### config.mk
export PLATFORM = sky130hd
export DESIGN_NAME = logs_iterate_engine_flat
export DESIGN_NICKNAME = d
export VERILOG_FILES = /design/src/rtl/logs_iterate_engine_pkg.sv /design/src/rtl/logs_iterate_engine_if.sv /design/src/rtl/logs_iterate_engine_shift_mult.sv /design/src/rtl/logs_iterate_engine.sv /design/src/flat_wrapper.sv
export SDC_FILE = /design/constraint.sdc
export NUM_CORES = 1
export LEC_CHECK = 0
export CORE_ASPECT_RATIO = 0.9
export CORE_MARGIN = 4
export CORE_UTILIZATION = 35
export CTS_CLUSTER_SIZE = 40
export DETAILED_ROUTE_END_ITERATION = 6
export SETUP_SLACK_MARGIN = 0.5
export SYNTH_ARGS = -nofsm -noshare
export SYNTH_HDL_FRONTEND = slang
export SYNTH_SLANG_ARGS = --single-unit
### constraint.sdc
create_clock -name clk -period 3.75 [get_ports clk]
set_input_delay 1.125 -clock clk [delete_from_list [all_inputs] [get_ports clk]]
set_output_delay 1.125 -clock clk [all_outputs]
set_load 0.02 [all_outputs]
### src/rtl/logs_iterate_engine_pkg.sv
// logs_pkg: shared types and constants for the multi-channel iterate engine.
//   - logs_state_e : controller state encoding
//   - LOGS_MODE_*  : map selection values for the mode input
//   - initial_x()  : reset value of every channel's x for a given FRAC
package logs_pkg;

    typedef enum logic [2:0] {
        IDLE,
        SETUP1,
        MUL1,
        SETUP2,
        MUL2,
        WRITE,
        OUT
    } logs_state_e;

    localparam logic LOGS_MODE_LOGISTIC = 1'b0;
    localparam logic LOGS_MODE_TENT     = 1'b1;

    // x resets to 1/16 so a freshly reset channel is not stuck at the fixed point 0.
    function automatic int unsigned initial_x(input int unsigned frac);
        return 32'd1 << (frac - 4);
    endfunction

endpackage

### src/rtl/logs_iterate_engine_if.sv
// logs_out_if: valid/ready stream carrying one new iterate per transfer.
//   out_valid : iterate available (producer)
//   out_ready : consumer accepts (consumer)
//   out_ch    : channel index of the iterate (producer)
//   out_x     : new x value, 0.FRAC format (producer)
interface logs_out_if #(
    parameter int FRAC = 8,
    parameter int CH_W = 2
);
    logic            out_valid;
    logic            out_ready;
    logic [CH_W-1:0] out_ch;
    logic [FRAC-1:0] out_x;

    modport master (output out_valid, output out_ch, output out_x, input out_ready);
    modport slave  (input out_valid, input out_ch, input out_x, output out_ready);
endinterface

### src/rtl/logs_iterate_engine_shift_mult.sv
// logs_shift_mult: serial shift-and-add multiplier, one multiplier bit per step.
//   load  : capture m1_in/m2_in and clear the accumulator
//   step  : if m2[0] acc += m1; m1 <<= 1; m2 >>= 1
//   acc   : 2*FRAC+2-bit product, valid after FRAC steps
module logs_shift_mult #(
    parameter int FRAC = 8
) (
    input  logic              clk,
    input  logic              rst_n,
    input  logic              load,
    input  logic              step,
    input  logic [FRAC+1:0]   m1_in,
    input  logic [FRAC-1:0]   m2_in,
    output logic [2*FRAC+1:0] acc
);
    logic [2*FRAC+1:0] m1_reg;
    logic [FRAC-1:0]   m2_reg;
    logic [2*FRAC+1:0] acc_reg;

    always_ff @(posedge clk or negedge rst_n) begin
        if (!rst_n) begin
            m1_reg  <= '0;
            m2_reg  <= '0;
            acc_reg <= '0;
        end else if (load) begin
            m1_reg  <= {{FRAC{1'b0}}, m1_in};
            m2_reg  <= m2_in;
            acc_reg <= '0;
        end else if (step) begin
            if (m2_reg[0]) begin
                acc_reg <= acc_reg + m1_reg;
            end
            m1_reg <= m1_reg << 1;
            m2_reg <= m2_reg >> 1;
        end
    end

    assign acc = acc_reg;

endmodule

### src/rtl/logs_iterate_engine.sv
// logs_iterate_engine: multi-channel logistic / tent map iterator.
// Holds per-channel r (2.FRAC) and x (0.FRAC); each pass updates every
// channel in order with one shared serial multiplier and streams the new x.
//   clk, rst_n          : clock, asynchronous active-low reset
//   cfg_we/ch/r/x0      : per-channel config write (IDLE only)
//   mode, iters, start  : run control, sampled when start is accepted
//   halt                : abort to IDLE without done
//   busy, done          : run status; done is a one-cycle pulse
//   out_if              : iterate stream (valid/ready, channel, x)
module logs_iterate_engine
    import logs_pkg::*;
#(
    parameter int FRAC     = 8,
    parameter int CHANNELS = 4,
    parameter int ITER_W   = 8,
    localparam int CH_W    = (CHANNELS > 1) ? $clog2(CHANNELS) : 1
) (
    input  logic              clk,
    input  logic              rst_n,
    input  logic              cfg_we,
    input  logic [CH_W-1:0]   cfg_ch,
    input  logic [FRAC+1:0]   cfg_r,
    input  logic [FRAC-1:0]   cfg_x0,
    input  logic              mode,
    input  logic [ITER_W-1:0] iters,
    input  logic              start,
    input  logic              halt,
    output logic              busy,
    output logic              done,
    logs_out_if.master        out_if
);
    localparam logic [FRAC-1:0] X_RST = FRAC'(initial_x(FRAC));
    localparam int              CNT_W = $clog2(FRAC);

    logs_state_e state_reg, state_next;

    logic [FRAC-1:0]   x_mem [CHANNELS];
    logic [FRAC+1:0]   r_mem [CHANNELS];
    logic [CH_W-1:0]   ch_reg;
    logic [ITER_W-1:0] pass_reg;
    logic              mode_reg;
    logic [FRAC-1:0]   q_reg;
    logic [CNT_W-1:0]  cnt_reg;
    logic [FRAC-1:0]   out_x_reg;
    logic [CH_W-1:0]   out_ch_reg;
    logic              done_reg;

    logic              mult_load, mult_step, x_wr, hs, done_next, start_ok, cfg_wr;
    logic [FRAC+1:0]   mult_m1;
    logic [FRAC-1:0]   mult_m2;
    logic [2*FRAC+1:0] acc;
    logic [FRAC-1:0]   x_cur, x_inv, tent_q, result;
    logic [FRAC+1:0]   r_cur;
    logic              ch_last, last_step;
    logic [CHANNELS-1:0] cfg_hit, wr_hit;
    logic              unused_acc_low;

    assign x_cur     = x_mem[ch_reg];
    assign r_cur     = r_mem[ch_reg];
    assign x_inv     = ~x_cur;
    assign tent_q    = (x_cur < x_inv) ? x_cur : x_inv;
    assign ch_last   = (ch_reg == CH_W'(CHANNELS - 1));
    assign last_step = (cnt_reg == CNT_W'(FRAC - 1));
    // Integer bits of the 2.2FRAC product set means r*q >= 1: clamp.
    assign result    = (|acc[2*FRAC+1:2*FRAC]) ? '1 : acc[2*FRAC-1:FRAC];
    assign unused_acc_low = ^acc[FRAC-1:0];

    assign start_ok = (state_reg == IDLE) && start && (iters != '0);
    assign cfg_wr   = (state_reg == IDLE) && cfg_we
                      && ({1'b0, cfg_ch} < (CH_W + 1)'(CHANNELS));

    // First multiply is x*(1-x); second is r*q, where q comes from the
    // accumulator (logistic) or from the min(x,1-x) captured in SETUP1 (tent).
    assign mult_m1 = (state_reg == SETUP1) ? {2'b00, x_cur} : r_cur;
    assign mult_m2 = (state_reg == SETUP1)       ? x_inv :
                     (mode_reg == LOGS_MODE_TENT) ? q_reg : acc[2*FRAC-1:FRAC];

    logs_shift_mult #(.FRAC(FRAC)) u_mult (
        .clk   (clk),
        .rst_n (rst_n),
        .load  (mult_load),
        .step  (mult_step),
        .m1_in (mult_m1),
        .m2_in (mult_m2),
        .acc   (acc)
    );

    always_ff @(posedge clk or negedge rst_n) begin
        if (!rst_n) begin
            state_reg <= IDLE;
        end else begin
            state_reg <= state_next;
        end
    end

    always_comb begin
        state_next = state_reg;
        mult_load  = 1'b0;
        mult_step  = 1'b0;
        x_wr       = 1'b0;
        hs         = 1'b0;
        done_next  = 1'b0;
        case (state_reg)
            IDLE: begin
                if (start) begin
                    if (iters == '0) begin
                        done_next = 1'b1;
                    end else begin
                        state_next = SETUP1;
                    end
                end
            end
            SETUP1: begin
                if (mode_reg == LOGS_MODE_LOGISTIC) begin
                    mult_load  = 1'b1;
                    state_next = MUL1;
                end else begin
                    state_next = SETUP2;
                end
            end
            MUL1: begin
                mult_step = 1'b1;
                if (last_step) begin
                    state_next = SETUP2;
                end
            end
            SETUP2: begin
                mult_load  = 1'b1;
                state_next = MUL2;
            end
            MUL2: begin
                mult_step = 1'b1;
                if (last_step) begin
                    state_next = WRITE;
                end
            end
            WRITE: begin
                x_wr       = 1'b1;
                state_next = OUT;
            end
            OUT: begin
                if (out_if.out_ready) begin
                    hs         = 1'b1;
                    state_next = SETUP1;
                    if (ch_last && (pass_reg == ITER_W'(1))) begin
                        state_next = IDLE;
                        done_next  = 1'b1;
                    end
                end
            end
            default: state_next = IDLE;
        endcase
        // Abort overrides everything, including a same-cycle handshake.
        if (halt && (state_reg != IDLE)) begin
            state_next = IDLE;
            mult_load  = 1'b0;
            mult_step  = 1'b0;
            x_wr       = 1'b0;
            hs         = 1'b0;
            done_next  = 1'b0;
        end
    end

    always_ff @(posedge clk or negedge rst_n) begin
        if (!rst_n) begin
            ch_reg     <= '0;
            pass_reg   <= '0;
            mode_reg   <= LOGS_MODE_LOGISTIC;
            q_reg      <= '0;
            cnt_reg    <= '0;
            out_x_reg  <= '0;
            out_ch_reg <= '0;
            done_reg   <= 1'b0;
        end else begin
            done_reg <= done_next;
            if (start_ok) begin
                mode_reg <= mode;
                pass_reg <= iters;
                ch_reg   <= '0;
            end
            if (state_reg == SETUP1) begin
                q_reg <= tent_q;
            end
            if (mult_load) begin
                cnt_reg <= '0;
            end else if (mult_step) begin
                cnt_reg <= cnt_reg + 1'b1;
            end
            if (x_wr) begin
                out_x_reg  <= result;
                out_ch_reg <= ch_reg;
            end
            if (hs) begin
                if (ch_last) begin
                    ch_reg   <= '0;
                    pass_reg <= pass_reg - 1'b1;
                end else begin
                    ch_reg <= ch_reg + 1'b1;
                end
            end
        end
    end

    // Per-channel write strobes: config port (IDLE) and iterate write-back (WRITE).
    for (genvar gi = 0; gi < CHANNELS; gi++) begin : g_ch_hit
        assign cfg_hit[gi] = cfg_wr && (cfg_ch == CH_W'(gi));
        assign wr_hit[gi]  = x_wr && (ch_reg == CH_W'(gi));
    end

    always_ff @(posedge clk or negedge rst_n) begin
        if (!rst_n) begin
            for (int c = 0; c < CHANNELS; c++) begin
                x_mem[c] <= X_RST;
                r_mem[c] <= '0;
            end
        end else begin
            for (int c = 0; c < CHANNELS; c++) begin
                if (cfg_hit[c]) begin
                    r_mem[c] <= cfg_r;
                    x_mem[c] <= cfg_x0;
                end else if (wr_hit[c]) begin
                    x_mem[c] <= result;
                end
            end
        end
    end

    assign busy             = (state_reg != IDLE);
    assign done             = done_reg;
    assign out_if.out_valid = (state_reg == OUT);
    assign out_if.out_ch    = out_ch_reg;
    assign out_if.out_x     = out_x_reg;

endmodule
### src/flat_wrapper.sv
// flat-port wrapper written by rule: the top's interface ports become plain ports
module logs_iterate_engine_flat import logs_pkg::*;
#(
    parameter int FRAC     = 8,
    parameter int CHANNELS = 4,
    parameter int ITER_W   = 8,
    localparam int CH_W    = (CHANNELS > 1) ? $clog2(CHANNELS) : 1
)
  (clk, rst_n, cfg_we, cfg_ch, cfg_r, cfg_x0, mode, iters, start, halt, busy, done, out_if_out_valid, out_if_out_ch, out_if_out_x, out_if_out_ready);
  logs_out_if #(.FRAC(FRAC)) out_if_i ();
  input  logic clk;
  input  logic rst_n;
  input  logic cfg_we;
  input  logic [CH_W-1:0] cfg_ch;
  input  logic [FRAC+1:0] cfg_r;
  input  logic [FRAC-1:0] cfg_x0;
  input  logic mode;
  input  logic [ITER_W-1:0] iters;
  input  logic start;
  input  logic halt;
  output logic busy;
  output logic done;
  output wire logic [$bits(out_if_i.out_valid)-1:0] out_if_out_valid;
  output wire logic [$bits(out_if_i.out_ch)-1:0] out_if_out_ch;
  output wire logic [$bits(out_if_i.out_x)-1:0] out_if_out_x;
  input wire logic [$bits(out_if_i.out_ready)-1:0] out_if_out_ready;
  assign out_if_out_valid = out_if_i.out_valid;
  assign out_if_out_ch = out_if_i.out_ch;
  assign out_if_out_x = out_if_i.out_x;
  assign out_if_i.out_ready = out_if_out_ready;
  logs_iterate_engine #(.FRAC(FRAC), .CHANNELS(CHANNELS), .ITER_W(ITER_W)) u_core (.clk(clk), .rst_n(rst_n), .cfg_we(cfg_we), .cfg_ch(cfg_ch), .cfg_r(cfg_r), .cfg_x0(cfg_x0), .mode(mode), .iters(iters), .start(start), .halt(halt), .busy(busy), .done(done), .out_if(out_if_i));
endmodule
==> metrics <==
Num CTS Buffers 17; Top reg by flops u_core.r_mem; syn_area_per_cell around 9.9 µm²; largest net degree at the start of global routing 67; R2R cell count 10; dpl ws slightly above 0.5 ns; Min-Delay Endpoint u_core.q_reg[1]; YS warnings 0; Fin. Hold Viols 0; HP Start u_core.q_reg[1]; crit path buf inv count 3; post-route ant nets 0; Peak supply drop 308.0 µV; Synth Flop Type dfrtp_1; RSZ-0062 raised after global routing false; GRT Util Overall 0.1598; global-route wire length before repair around 32 mm; crit share post-route 0.8364; vias in the first global route between 5,000 and 6,000; Worst-path clk slew roughly 0.070 ns; CP endpoint kind output pin; final setup violating endpoints 0; outcome finished clean; ANT cells 0; Worst path top cell family by delay buffers and inverters; hpwl dp between 10 and 15 mm; worst skew pair latency 0.43 ns; relative slew slack 0.2510; total number of vias 6,104; Int Pwr between 0.004 and 0.005 W; sequential fraction of design power 0.401; FFs w/ async S/R, synth 1.000; Synth cell types 62; Crit path required time approximately 2.6 ns; Critical R2R Launch u_core.u_mult.m1_reg[0]; gpl congestion 0.8387; post-CTS setup buffer count 0; Max Clock Skew 0.01332 ns; core area between 20,000 and 25,000 µm²; Mapped Cells 810; setup TNS 0 ns; clk buf depth 2; DRT Wirelength a little under 20 mm; Fillers ~2,200; initial core utilization 0.3570; Hold-fix buffers, CTS 0; Leak 3.972 nW; Critical Path AT 2.01 ns; syn nets 871; fmax ~0.32 GHz; Root Buffer Master clkbuf_16; worst-margin pin slew about 1.1 ns; simple-gate share of the synthesized area 0.1510; Starting DRT DRC Count 378; vias per cell about 5.3; Sink Count around 150; CP Class reg2out; switching share of power 0.3623; Clk network pwr share 0.253; Port Buf Inserts 47; Post-Syn Area approximately 8000 µm²; H-tree depth 4; Post-Synth XOR/XNOR Area 0.02055; Adder-Cell Fraction of Synth Area 0.04141; Largest stage delay, worst path about 0.64 ns; share of cells above drive strength 1 0.1563; combinational family with the most area after synthesis compound AO/OA/AOI/OAI gates; worst-path fanout max 14; Final Util 0.4196; I/O pins 48; post-CTS resize count 1; logic gate share of total power 0.346; final net count ~910; Compound-Gate Fraction of Synth Area 0.1610; CTS tree built; sequential-to-total area share from yosys stat 0.4708; DR pass1 iterations 4; hold path depth 2; max_cap viols 0; largest registers u_core.r_mem (40), u_core.x_mem (32); startpoint types flip-flop; Die Span X ~170 µm; # rows 52; DRC viols 0; Area Overhead vs Synth 17.55%; Switching Power 0.002558 W; Critical Path Slowest Stage Cell dfrtp_1; antenna violations before repair 0; Die Area approximately 25,000 µm²; max reg flops 40; die height roughly 150 µm; Tot Pwr between 0.007 and 0.008 W; GR Overflow Total 0; reg2reg end u_core.u_mult.acc[14]; Post-synth EDFFs 0; Pwr Density 747.3 nW/µm²; final setup margin roughly 0.61 ns; crit-path cells nor3_4 > buf_4 > inv_2 > clkdlybuf4s50_1; Slew Viols, Final 0; flop-to-flop setup slack 0.97 ns; Avg WL per Cell between 15 and 20 µm; worst hold path type reg2reg; mux cell area share after synthesis 0.1232; Tmin final approximately 3.1 ns; Yosys reg bits about 150
-- logic make-up after synthesis --
family / Yosys count
AO/OA/AOI/OAI: 216
AND/OR/NAND/NOR: 270
multiplexers: 71
buffers and inverters: 58
flip-flops: 151
XOR/XNOR: 18
adder cells (fa/ha/maj): 26
-- cells in the mapped netlist, drive strengths merged (11+ instances only) --
| cell type | instances | area (µm²) |
|---|---|---|
| a21oi | 88 | 444.2 |
| a31oi | 14 | 87.58 |
| buf | 24 | 130.1 |
| clkbuf | 23 | 86.33 |
| dfrtp | 147 | 3679 |
| ha | 25 | 312.8 |
| inv | 11 | 41.29 |
| mux2 | 43 | 484.2 |
| mux4 | 18 | 405.4 |
| nand2 | 137 | 526.8 |
| nand3 | 13 | 65.06 |
| nor2 | 75 | 284.0 |
| o21ai | 65 | 325.3 |
| xnor2 | 12 | 105.1 |
-- worst max-delay path by stage --
| stage | start | to | slack (ns) | cells after the start |
|---|---|---|---|---|
| finish | u_core.state_reg[2] | busy | 0.61 | 4 |
| global route | u_core.state_reg[2] | busy | 0.51 | 4 |
| CTS | u_core.state_reg[2] | busy | 0.58 | 4 |
| detailed placement | halt | u_core.u_mult.m1_reg[6] | 0.52 | 6 |
| global placement | halt | u_core.u_mult.m1_reg[5] | 0.52 | 6 |
| floorplan | halt | u_core.u_mult.acc[17] | 1.36 | 8 |
-- metrics by stage --
step,std cells,hold WS (ns),area (µm²)
after detailed placement,1129,0.4618,8841
after global placement,1129,0.4566,8841
final,1161,0.4830,9447
after CTS,1161,0.4771,9447
after floorplan,810,0.4374,8036
after global routing,1161,0.4983,9447
-- worst register-to-register path: cells and delay by family, from the launching register on --
kind	cells	cell delay, ns
flip-flops	1	0.43
AND/OR/NAND/NOR	1	0.20
AO/OA/AOI/OAI	5	1.23
adder cells (fa/ha/maj)	2	0.61
XOR/XNOR	1	0.16
buffers and inverters	1	0.06
-- placed cells by master, fill, tap and decap left out, drive strengths merged, types with 3 or more instances in the layout --
master and n:
nand4 4, or3 3, clkdlybuf4s50 46, dfstp 4, a211oi 4, mux2i 10, and3 6, xor2 6
clkbuf 18, a221o 6, o31ai 3, xnor2 12, dfrtp 147, buf 23, o211ai 3, a21o 4
nor2 75, a31oi 14, and2 3, a22o 9, nand2 137, nor4 3, nand3 13, mux4 18
nand2b 9, nor3 4, nor2b 5, a21oi 88, mux2 43, inv 22, o21ai 65, ha 25
o221a 5
-- layout make-up --
type,instances,area (µm²),area share
Clock inverter,14,175.2,0.01854
Tap cell,297,371.6,0.03934
Inverter,11,41.29,0.004371
Timing Repair Buffer,69,649.4,0.06874
Multi-Input combinational cell,601,3995,0.4229
Clock buffer,18,429.2,0.04543
Sequential cell,151,3785,0.4007
-- power by group through the flow --
stage,Combinational [W],Clock [W],Sequential (W)
after global placement,0.00239,0,0.00283
final,0.00244,0.00179,0.00283
after detailed placement,0.00246,0,0.00284
after global routing,0.00274,0.00189,0.00291
after CTS,0.00246,0.00183,0.00282
after floorplan,0.00187,0,0.00267
-- per-layer routing --
layer | GRT usage | part of all wire | vias up
met3 | 0.02750 | 0.029 | 24
met2 | 0.2460 | 0.45 | 103
li1 | - | - | 2980
met4 | 0.04584 | 0.016 | 0
met5 | 0 | 0 | -
met1 | 0.2335 | 0.50 | 2997
Note: power is estimated with default switching activity, not from simulation.
